<file path="src/rtl/ula_arbiter_if.sv">
// Requester handshakes, shared result and ULA operand bus for ula_arbiter.
// The slave modport is the arbiter's view. The master modport is the requesters'/ULA side.
interface ula_arbiter_if;
  logic       req_valid0, req_valid1;
  logic       req_ready0, req_ready1;
  logic [3:0] req_a0, req_a1;
  logic [3:0] req_b0, req_b1;
  logic [2:0] req_op0, req_op1;
  logic       rsp_valid0, rsp_valid1;
  logic       rsp_ready0, rsp_ready1;
  logic [7:0] rsp_s;
  logic [3:0] ula_a, ula_b;
  logic [2:0] ula_op;
  logic [7:0] ula_s;
  logic       busy;

  modport slave (
    input  req_valid0, req_valid1, req_a0, req_a1, req_b0, req_b1, req_op0, req_op1,
    input  rsp_ready0, rsp_ready1, ula_s,
    output req_ready0, req_ready1, rsp_valid0, rsp_valid1, rsp_s,
    output ula_a, ula_b, ula_op, busy
  );

  modport master (
    output req_valid0, req_valid1, req_a0, req_a1, req_b0, req_b1, req_op0, req_op1,
    output rsp_ready0, rsp_ready1, ula_s,
    input  req_ready0, req_ready1, rsp_valid0, rsp_valid1, rsp_s,
    input  ula_a, ula_b, ula_op, busy
  );
endinterface

</file>
<file path="src/rtl/ula_arbiter.sv">
// Round-robin arbiter sharing one combinational ULA between two requesters.
// Operands are registered for a full EXEC cycle, and the result is held until the owner takes it.
module ula_arbiter (
  input  logic          clk,
  input  logic          rst_n,
  ula_arbiter_if.slave  bus
);

  typedef enum logic [1:0] {IDLE, EXEC, RESP} state_t;

  state_t     state, state_nxt;
  logic [3:0] a_r, b_r;
  logic [2:0] op_r;
  logic [7:0] s_r;
  logic       owner, prio;
  logic       any_valid, winner, accept, rsp_taken;

  // On a tie, prio picks the winner. Otherwise the only valid requester wins.
  always_comb begin
    any_valid = bus.req_valid0 | bus.req_valid1;
    winner    = (bus.req_valid0 & bus.req_valid1) ? prio : bus.req_valid1;
    accept    = (state == IDLE) & any_valid;
    rsp_taken = (state == RESP) & (owner ? bus.rsp_ready1 : bus.rsp_ready0);
  end

  always_ff @(posedge clk or negedge rst_n) begin
    if (!rst_n) state <= IDLE;
    else        state <= state_nxt;
  end

  always_comb begin
    state_nxt = state;
    case (state)
      IDLE:    if (accept) state_nxt = EXEC;
      EXEC:    state_nxt = RESP;
      RESP:    if (rsp_taken) state_nxt = IDLE;
      default: state_nxt = IDLE;
    endcase
  end

  always_ff @(posedge clk or negedge rst_n) begin
    if (!rst_n) begin
      a_r   <= '0;
      b_r   <= '0;
      op_r  <= '0;
      s_r   <= '0;
      owner <= 1'b0;
      prio  <= 1'b0;
    end else begin
      if (accept) begin
        owner <= winner;
        a_r   <= winner ? bus.req_a1  : bus.req_a0;
        b_r   <= winner ? bus.req_b1  : bus.req_b0;
        op_r  <= winner ? bus.req_op1 : bus.req_op0;
      end
      if (state == EXEC) s_r <= bus.ula_s;
      if (rsp_taken)     prio <= ~owner;
    end
  end

  // The ready signals are gated by rst_n so that no accept is signalled while reset is held.
  always_comb begin
    bus.req_ready0 = rst_n & accept & ~winner;
    bus.req_ready1 = rst_n & accept & winner;
    bus.rsp_valid0 = (state == RESP) & ~owner;
    bus.rsp_valid1 = (state == RESP) & owner;
    bus.rsp_s      = s_r;
    bus.ula_a      = a_r;
    bus.ula_b      = b_r;
    bus.ula_op     = op_r;
    bus.busy       = (state != IDLE);
  end

endmodule

</file>
<file path="src/flat_wrapper.sv">
// flat-port wrapper written by rule: the top's interface ports become plain ports
module ula_arbiter_flat 
  (clk, rst_n, bus_req_valid0, bus_req_valid1, bus_req_a0, bus_req_a1, bus_req_b0, bus_req_b1, bus_req_op0, bus_req_op1, bus_rsp_ready0, bus_rsp_ready1, bus_ula_s, bus_req_ready0, bus_req_ready1, bus_rsp_valid0, bus_rsp_valid1, bus_rsp_s, bus_ula_a, bus_ula_b, bus_ula_op, bus_busy);
  ula_arbiter_if bus_i ();
  input  logic clk;
  input  logic rst_n;
  input wire logic [$bits(bus_i.req_valid0)-1:0] bus_req_valid0;
  input wire logic [$bits(bus_i.req_valid1)-1:0] bus_req_valid1;
  input wire logic [$bits(bus_i.req_a0)-1:0] bus_req_a0;
  input wire logic [$bits(bus_i.req_a1)-1:0] bus_req_a1;
  input wire logic [$bits(bus_i.req_b0)-1:0] bus_req_b0;
  input wire logic [$bits(bus_i.req_b1)-1:0] bus_req_b1;
  input wire logic [$bits(bus_i.req_op0)-1:0] bus_req_op0;
  input wire logic [$bits(bus_i.req_op1)-1:0] bus_req_op1;
  input wire logic [$bits(bus_i.rsp_ready0)-1:0] bus_rsp_ready0;
  input wire logic [$bits(bus_i.rsp_ready1)-1:0] bus_rsp_ready1;
  input wire logic [$bits(bus_i.ula_s)-1:0] bus_ula_s;
  output wire logic [$bits(bus_i.req_ready0)-1:0] bus_req_ready0;
  output wire logic [$bits(bus_i.req_ready1)-1:0] bus_req_ready1;
  output wire logic [$bits(bus_i.rsp_valid0)-1:0] bus_rsp_valid0;
  output wire logic [$bits(bus_i.rsp_valid1)-1:0] bus_rsp_valid1;
  output wire logic [$bits(bus_i.rsp_s)-1:0] bus_rsp_s;
  output wire logic [$bits(bus_i.ula_a)-1:0] bus_ula_a;
  output wire logic [$bits(bus_i.ula_b)-1:0] bus_ula_b;
  output wire logic [$bits(bus_i.ula_op)-1:0] bus_ula_op;
  output wire logic [$bits(bus_i.busy)-1:0] bus_busy;
  assign bus_i.req_valid0 = bus_req_valid0;
  assign bus_i.req_valid1 = bus_req_valid1;
  assign bus_i.req_a0 = bus_req_a0;
  assign bus_i.req_a1 = bus_req_a1;
  assign bus_i.req_b0 = bus_req_b0;
  assign bus_i.req_b1 = bus_req_b1;
  assign bus_i.req_op0 = bus_req_op0;
  assign bus_i.req_op1 = bus_req_op1;
  assign bus_i.rsp_ready0 = bus_rsp_ready0;
  assign bus_i.rsp_ready1 = bus_rsp_ready1;
  assign bus_i.ula_s = bus_ula_s;
  assign bus_req_ready0 = bus_i.req_ready0;
  assign bus_req_ready1 = bus_i.req_ready1;
  assign bus_rsp_valid0 = bus_i.rsp_valid0;
  assign bus_rsp_valid1 = bus_i.rsp_valid1;
  assign bus_rsp_s = bus_i.rsp_s;
  assign bus_ula_a = bus_i.ula_a;
  assign bus_ula_b = bus_i.ula_b;
  assign bus_ula_op = bus_i.ula_op;
  assign bus_busy = bus_i.busy;
  ula_arbiter u_core (.clk(clk), .rst_n(rst_n), .bus(bus_i));
endmodule
</file>
<file path="config.mk">
export PLATFORM = sky130hd
export DESIGN_NAME = ula_arbiter_flat
export DESIGN_NICKNAME = d
export VERILOG_FILES = /design/src/rtl/ula_arbiter_if.sv /design/src/rtl/ula_arbiter.sv /design/src/flat_wrapper.sv
export SDC_FILE = /design/constraint.sdc
export NUM_CORES = 1
export LEC_CHECK = 0
export ABC_AREA = 0
export CAP_MARGIN = 20
export CORE_ASPECT_RATIO = 1.75
export CORE_MARGIN = 4
export CORE_UTILIZATION = 40
export DETAILED_ROUTE_END_ITERATION = 12
export PLACE_DENSITY = 0.92
export REMOVE_ABC_BUFFERS = 1
export SLEW_MARGIN = 5
export SYNTH_ARGS = -nofsm -noshare
export SYNTH_HDL_FRONTEND = slang
export SYNTH_SLANG_ARGS = --single-unit
export TNS_END_PERCENT = 1
</file>
<file path="constraint.sdc">
create_clock -name clk -period 2 [get_ports clk]
set_clock_uncertainty 0.1 [all_clocks]
set_input_delay 0.5 -clock clk [delete_from_list [all_inputs] [get_ports clk]]
set_output_delay 0.5 -clock clk [all_outputs]
set_load 0.02 [all_outputs]
</file>
# Yosys cells after proc, flatten, opt, wreduce, memory -nomap -nowiden
# Index checks and enable logic that the tools add are counted.
[op_classes]
bitwise_logic = 11
n_reduce_logical = 3
mux = 8
n_eq_ne = 4
[op_table]
columns = ["cell", "n"]
rows = [
  ["$and 1x1->1", 8],
  ["$mux 4", 2],
  ["$pmux 2 s3", 1],
  ["$mux 2", 2],
  ["$ne 2x1->1 const B", 2],
  ["$mux 3", 1],
  ["$eq 2x1->1 const B", 1],
  ["$eq 2x2->1 const B", 1],
  ["$logic_not 2->1", 1],
  ["$mux 1", 2],
  ["$not 1->1", 2],
  ["$reduce_and 2->1", 1],
  ["$reduce_bool 2->1", 1],
  ["$or 1x1->1", 1],
]
[totals]
register_bits = 23
elab_cells = 33
output_inout_bits = 24

# Longest topological paths before layout
# Gate-level depths: netlist (run 1).
[depth]
depth_word = 4
mapped_depth = 4
ltp_nobuf = 3

# Least setup slack after synthesis (run 1)
# Ideal clock, no wire load.
[synth_timing]
path_kind = "register -> output"
from = "reg u_core.state[1]"
to = "out bus_req_ready1"
arrival_ns = 1.242
path_buffers = 0
setup_slack_ns = 0.158
t_required_ns = 1.400
stages_incl_launch_ff = 4
cell_sequence = "dfrtp_1 nor2_1 inv_1 nor3_1"
[synth_via]
elab_chain_len = 4
[synth_rtl]
columns = ["item", "line", "source"]
rows = [
  ["start: declaration", "ula_arbiter.sv:11", "state_t state, state_nxt;"],
  ["start signal: assignment", "ula_arbiter.sv:28", "else state <= state_nxt;"],
  ["$logic_not 2->1", "ula_arbiter.sv:22", "accept = (state == IDLE) & any_valid;"],
  ["$and 1x1->1", "ula_arbiter.sv:22", ""],
  ["$and 1x1->1 (2 in a row)", "ula_arbiter.sv:64", "bus.req_ready1 = rst_n & accept & winner;"],
  ["end: declaration", "flat_wrapper.sv:19", "output wire logic [$bits(bus_i.req_ready1)-1:0] bus_req_ready1;"],
]
# No other way between the ends.

# Final worst setup path (run 1)
[layout_timing]
from = "in bus_req_valid1"
to = "out bus_req_ready0"
[layout_via]
elab_chain_len = 4
[layout_rtl]
columns = ["item", "line", "source"]
rows = [
  ["start: declaration", "flat_wrapper.sv:8", "input wire logic [$bits(bus_i.req_valid1)-1:0] bus_req_valid1;"],
  ["$or 1x1->1 / $and 1x1->1 (equally long branches)", "ula_arbiter.sv:20, ula_arbiter.sv:21", ""],
  ["$and 1x1->1 / $mux 1 (equally long branches)", "ula_arbiter.sv:22, ula_arbiter.sv:21", ""],
  ["$and 1x1->1 / $not 1->1 (equally long branches)", "ula_arbiter.sv:63", "bus.req_ready0 = rst_n & accept & ~winner;"],
  ["$and 1x1->1 (*)", "ula_arbiter.sv:63", ""],
  ["end: declaration", "flat_wrapper.sv:18", "output wire logic [$bits(bus_i.req_ready0)-1:0] bus_req_ready0;"],
]
# Every way passes the cells marked *; elsewhere a longest branch is shown, timed or not.

==> results of run 1 <==
power breakdown:
| part | internal [mW] | total [mW] | switching (mW) |
|---|---|---|---|
| Clock | 0.142 | 0.280 | 0.138 |
| Combinational | 0.771 | 1.52 | 0.751 |
| Sequential | 0.702 | 0.850 | 0.148 |
placed cells by master (no fill, tap or decap):
cell type / instances
clkdlybuf4s50_1: 51
dfrtp_1: 23
buf_4: 15
o21ai_0: 13
a21oi_1: 12
a31oi_1: 12
nand3_1: 11
mux2_2: 8
inv_1: 6
buf_2: 4
nand2b_1: 3
nor2_1: 3
clkbuf_8: 3
dlygate4sd2_1: 2
nor2_4: 1
or2_1: 1
and2_4: 1
nand2_1: 1
and3_4: 1
nor3_1: 1
nor2b_1: 1
o22ai_1: 1
o21ai_1: 1
clkbuf_1: 1
clkdlybuf4s15_1: 1
buf_6: 1
cells in the mapped netlist:
| cell type | number |
|---|---|
| and3_1 | 1 |
| o21ai_0 | 13 |
| nand2_1 | 1 |
| a31oi_1 | 12 |
| mux2_2 | 8 |
| nand2b_1 | 3 |
| dfrtp_1 | 23 |
| nor2b_1 | 1 |
| clkbuf_1 | 3 |
| nor2_1 | 4 |
| buf_6 | 1 |
| or2_1 | 1 |
| buf_2 | 4 |
| and2_4 | 1 |
| nand3_1 | 11 |
| nor3_1 | 1 |
| o22ai_1 | 1 |
| o21ai_1 | 1 |
| a21oi_1 | 12 |
| inv_1 | 6 |
metrics by stage:
stage / setup TNS, ns / hold WS [ns] / cell area (µm²) / cells
3_3_place_gp: -1.14 / 0.387 / 1760 / 200
2_1_floorplan: -0.263 / 0.104 / 1020 / 100
5_1_grt: -0.0393 / 0.234 / 1800 / 204
3_5_place_dp: -1.28 / 0.394 / 1760 / 200
4_1_cts: 0 / 0.233 / 1800 / 204
6_report: 0 / 0.252 / 1800 / 204
registers in the layout (all words and copies together) (netlist names):
| name | flops |
|---|---|
| u_core.state | 2 |
| u_core.bus.ula_a | 4 |
| u_core.bus.ula_op | 3 |
| u_core.bus.rsp_s | 8 |
| u_core.bus.ula_b | 4 |
| u_core.owner | 1 |
| u_core.prio | 1 |
worst max-delay path: stages:
cell,delay [ns]
clkdlybuf4s15_1,0.19
or2_1,0.25
and2_4,0.17
and3_4,0.16
buf_6,0.12
layout make-up:
type	instances	area (µm²)
clock buffer	4	45.0
fill	192	726
inverter	6	22.5
multi-input combinational	71	439
sequential	23	576
tap	26	32.5
timing repair buffer	74	682
routing by layer:
metal / share of wire, % / up-vias / global-route usage [%]
li1: - / 527 / -
met3: 11 / 7 / 3.55
met1: 36 / 537 / 22.9
met5: 0 / - / 0
met2: 52 / 74 / 35.8
met4: 1.5 / 0 / 7.48
cell families after synthesis:
logic type	synth area share, %
compound gates	19.8
simple gates	11.7
buf+inv	6.10
mux	8.44
flops	53.9
what timing repair did:
action / 4_1_cts / 5_1_grt
pin swaps: 1 / 0
setup endpoints to repair: 5 / 5
gates resized for setup: 27 / 3
worst max path at each step:
stage                          end  depth (start not counted)  slack, ns
floorplan           bus_req_ready1                          3      -0.25
global placement    bus_req_ready0                          5      -0.61
detailed placement  bus_req_ready0                          5      -0.65
CTS                 bus_req_ready0                          5      0.001
global route              bus_busy                          4      -0.03
finish              bus_req_ready0                          5     0.0003
==> reports/qor.csv, run 1 <==
stage;metric;value;unit
cts;H-tree levels;1;
die;# rows;24;
global_routing;Total GRT Usage;20.4;%
drt;first drt pass iteration count;4;
cts;CTS sink cnt;23;
synth;top cells by area, synth;dfrtp_1 54%, mux2_2 8.4%, a31oi_1 7.0%;
setup_path;Critical Path RT;1.40;ns
cts;CTS Buf Count;3;
power;Power Density;1480;mW/mm²
synth;area share of the leading cell type in the synthesized netlist;53.9;%
placed_design;Buffers on Ports;59;
cts;clk slew on worst S/H paths;0.08;ns
setup_path;R2R Path End;u_core.bus.rsp_s[2];
layout;nets;215;
die;die area;0.00359;mm²
job;Max Cap Viol;0;
die;Die Width;47.0;µm
sta;Max Freq;500;MHz
synth;cell count after synthesis;108;
sta;final cycle utilization of the critical path;100;%
synth;sequential-to-total area share from yosys stat;53.9;%
setup_path;Setup crit end kind;output port;
setup_path;Worst Path Arrival;1.40;ns
synth;Yosys reg bits;23;
cts;latest clock arrival within the worst-skew pair;0.26;ns
setup_path;Crit Path Max Fanout;2;
layout;# diodes;0;
setup_path;Setup crit start;bus_req_valid1;
layout;layout cell share with drive strength beyond 1;19.1;%
global_routing;first-pass GRT wire length;5.38;mm
power;IR Drop Worst-Case VDD;749;µV
die;Starting Density;42.3;%
synth;Ys Warns;0;
die;CORE AREA;0.00252;mm²
drt;1st-iter DRT viols;43;
drt;Vias/cell;5.61;
global_routing;grt total ovfl;0;
die;IO Pins;60;
setup_path;worst r2r src;u_core.state[1];
global_routing;initial antenna violation count;0;
outcome;status;complete, no violations;
sta;final setup margin;0.000252;ns
sta;Final Hold Vio Count;0;
drt;DRC errors left;0;
drt;DRT antenna net count;0;
synth;Avg Inst Size Synth;9.88;µm²
drt;DRT Wirelength;3.43;mm
cts;# Post-CTS Setup Buffers;0;
setup_path;worst reg2reg path depth;3;
power;leakage;0.765;nW
cts;CTS tree;yes;
sta;final setup fails;0;
synth;cell taking the most area after synthesis;dfrtp_1;
cts;clk buf depth;2;
global_routing;vias in the first global route;1217;
cts;CTS Root Cell;clkbuf_8;
synth;area of the mapped netlist;0.00107;mm²
setup_path;CP startpoint kind;input port;
sta;Period minus WS final;2.00;ns
setup_path;R2R setup slack;0.49;ns
layout;Area Overhead vs Synth;68.3;%
placed_design;post-DP HPWL;2.68;mm
setup_path;Worst Setup Path Type;input port to output port;
drt;Via Count;1145;
cts;Hold-fix buffers, CTS;0;
global_routing;largest net degree at the start of global routing;22;
layout;Util after Layout;71.2;%
die;overall die height;76.3;µm
sta;Max-slew headroom;73.0;%
hold_path;HP Class;input port to asynchronous set/reset pin;
sta;Slew Limit Fails;0;
sta;Worst Max-Slew Pin Slew;0.405;ns
drt;routed len/inst;16.8;µm
sta;RSZ-0062 raised after global routing;true;
synth;Distinct cells, synth;20;
placed_design;gpl congestion;0.760;
placed_design;Setup WS pre-CTS;-0.647;ns
power;Total Power;2.65;mW
No activity file was read; power rests on OpenSTA's default activity.
==> run 2: changes to the inputs <==
--- a/config.mk
+++ b/config.mk
@@ -9,9 +9,10 @@
 export CAP_MARGIN = 20
 export CORE_ASPECT_RATIO = 1.75
 export CORE_MARGIN = 4
-export CORE_UTILIZATION = 40
+export CORE_UTILIZATION = 39
+export CTS_BUF_LIST = sky130_fd_sc_hd__clkbuf_8
 export DETAILED_ROUTE_END_ITERATION = 12
-export PLACE_DENSITY = 0.92
+export PLACE_DENSITY = 0.9
 export REMOVE_ABC_BUFFERS = 1
 export SLEW_MARGIN = 5
 export SYNTH_ARGS = -nofsm -noshare
==> constraint.sdc (replaced) <==
create_clock -name clk -period 2.28 [get_ports clk]
set_clock_uncertainty 0.1 [all_clocks]
set_input_delay 0.57 -clock clk [delete_from_list [all_inputs] [get_ports clk]]
set_output_delay 0.57 -clock clk [all_outputs]
set_load 0.02 [all_outputs]
==> run 2 against run 1 <==
Effect of this change:
- count of clock-buffer cells in the layout fell by 1
- sequential power decreased by 12%
- sequential share of layout area up 0.54 points
- via count fell by 3.8%
- combinational power decreased by 15%
- clock power down 10%
- non-clock buffer count fell by 4
- critical path depth fell by 1
- register-to-register slack improved by 0.33 ns
- global-route usage decreased by 0.92 points
- first-iteration DRC count shrank 40%
==> reports/qor.csv, run 2 (same netlist as run 1, synthesis figures left out) <==
stage;metric;value;unit
cts;clk buf depth;2;
cts;clk slew on worst S/H paths;0.08;ns
cts;latest clock arrival within the worst-skew pair;0.26;ns
global_routing;Total GRT Usage;19.5;%
power;switch share;40.0;%
setup_path;worst stage delay on the critical path;0.51;ns
power;Power Density;1300;mW/mm²
sta;RSZ-0062 raised after global routing;false;
layout;fill cell count;209;
layout;nets;211;
power;Seq pwr share;32.9;%
drt;DRT Wirelength;3.43;mm
drt;routed len/inst;17.1;µm
global_routing;vias in the first global route;1154;
layout;fin area;0.00177;mm²
placed_design;Buffers on Ports;59;
hold_path;HP Class;flip-flop to flip-flop;
drt;1st-iter DRT viols;26;
power;leakage;0.761;nW
power;IR Drop Worst-Case VDD;553;µV
cts;H-tree levels;1;
cts;CTS tree;yes;
cts;CTS Buf Count;3;
setup_path;Worst Setup Path Type;input port to output port;
layout;Area Overhead vs Synth;65.5;%
layout;most common cell after layout, fill and taps aside;clkdlybuf4s50_1;
die;Die Width;47.5;µm
setup_path;Critical Path RT;1.61;ns
sta;Final Hold Vio Count;0;
global_routing;initial antenna violation count;0;
die;overall die height;77.2;µm
global_routing;gr busiest metal;met2;
setup_path;CP startpoint kind;input port;
sta;final setup margin;0.0437;ns
setup_path;cell family with most CP delay;buffers and inverters;
sta;final setup fails;0;
cts;CTS Root Cell;clkbuf_8;
job;Max Cap Viol;0;
placed_design;Placed Area;0.00172;mm²
layout;# diodes;0;
die;Starting Density;41.8;%
layout;Register Area;576;µm²
global_routing;M2 GR Usage;36.4;%
layout;area of the multi-input gates;429;µm²
drt;Via Count;1102;
setup_path;worst-path cell chain;clkdlybuf4s50_1 -> inv_1 -> nor3_1 -> buf_2;
outcome;status;complete, no violations;
die;IO Pins;60;
layout;most frequent cells in the layout;52 x clkdlybuf4s50_1, 23 x dfrtp_1, 13 x o21ai_0, 12 x a21oi_1, 12 x a31oi_1;
setup_path;Crit Path Max Fanout;3;
drt;Vias/cell;5.51;
power;internal power;1.37;mW
sta;setup TNS;0;ns
global_routing;largest net degree at the start of global routing;24;
drt;DRT antenna net count;0;
sta;Slew Limit Fails;0;
sta;Worst Max-Slew Pin Slew;0.450;ns
placed_design;placed cell count;195;
setup_path;Setup crit end kind;output port;
global_routing;grt total ovfl;0;
power;NetSw;916;µW
sta;Max Freq;447;MHz
placed_design;post-DP HPWL;2.54;mm
setup_path;Worst Path Buf+Inv;3;
layout;Non-Filler Instances;200;
global_routing;GR Layer Usage met1;20.2;%
layout;Util after Layout;69.2;%
global_routing;first-pass GRT wire length;5.28;mm
global_routing;GR met3 Demand/Resource;3.51;%
power;Logic pwr share;56.2;%
sta;Period minus WS final;2.24;ns
power;clock power share;11.0;%
sta;final cycle utilization of the critical path;98.1;%
die;# rows;24;
drt;DRC errors left;0;
setup_path;CP max stage cell;clkdlybuf4s50_1;
setup_path;Worst Path Arrival;1.57;ns
die;die area;0.00367;mm²
die;CORE AREA;0.00255;mm²
sta;Max-slew headroom;70.0;%
placed_design;gpl congestion;0.739;
layout;Largest register FFs;8;
cts;Hold-fix buffers, CTS;0;
layout;layout cell share with drive strength beyond 1;15.5;%
drt;first drt pass iteration count;4;
cts;CTS sink cnt;23;
placed_design;Setup WS pre-CTS;-0.523;ns
run 2: cell types whose count changed in the layout (fill, tap and decap cells not counted):
cell / delta
buf_2: -2
clkbuf_1: -1
buf_4: -4
and3_4: -1
and3_1: +1
buf_6: -1
clkdlybuf4s50_1: +1
nor2_4: -1
nor2_2: +1
clkdlybuf4s15_1: -1
clkinv_2: +1
dlygate4sd2_1: +2
dlymetal6s2s_1: +1
run 2: path summary, 6_finish.rpt:
check / from / end / slack (ns) / depth (start not counted)
min in group asynchronous: rst_n / u_core.bus.rsp_s[5] / 0.65 / 2
hold reg to reg: u_core.bus.rsp_s[3] / u_core.bus.rsp_s[3] / 0.41 / 1
max in group asynchronous: rst_n / u_core.bus.rsp_s[2] / 1.21 / 2
hold / removal: u_core.bus.rsp_s[3] / u_core.bus.rsp_s[3] / 0.41 / 1
setup reg to reg: u_core.state[1] / u_core.bus.rsp_s[4] / 0.82 / 2
setup / recovery: rst_n / bus_req_ready1 / 0.04 / 4
run 2: layer usage:
metal	vias to the layer above	part of all wire (%)
li1	522	-
met1	515	34
met2	61	55
met3	4	10
met4	0	0.96
met5	-	0
run 2: through the flow:
stage | power (mW) | hold WS (ns)
finish | 2.29 | 0.415
global route | 2.44 | 0.439
CTS | 2.31 | 0.415
detailed placement | 2.05 | 0.394
global placement | 1.98 | 0.386
floorplan | 1.38 | 0.174
run 2: timing repair:
item,in CTS,in global routing
resized for setup,13,2
endpoints found under the setup margin,5,2
buffers inserted,1,0
pin swaps,1,0
run 2: area by class of cell:
class | instances | area share (%)
Inverter | 6 | 1.27
Clock inverter | 1 | 0.283
Clock buffer | 3 | 2.34
Tap cell | 26 | 1.84
Sequential cell | 23 | 32.6
Multi-Input combinational cell | 71 | 24.3
Timing Repair Buffer | 70 | 37.4
run 2: power groups by stage:
stage | Sequential, mW | Combinational, mW | Clock (mW)
6_report | 0.752 | 1.29 | 0.251
5_1_grt | 0.775 | 1.39 | 0.273
4_1_cts | 0.754 | 1.30 | 0.254
3_5_place_dp | 0.752 | 1.30 | 0
3_3_place_gp | 0.732 | 1.25 | 0
2_1_floorplan | 0.943 | 0.435 | 0
==> run 3: changes to the inputs <==
--- a/config.mk
+++ b/config.mk
@@ -6,7 +6,6 @@
 export NUM_CORES = 1
 export LEC_CHECK = 0
 export ABC_AREA = 0
-export CAP_MARGIN = 20
 export CORE_ASPECT_RATIO = 1.75
 export CORE_MARGIN = 4
 export CORE_UTILIZATION = 39
==> results of run 3 <==
No change in the layout: final DEF, timing and power equal those of run 2.
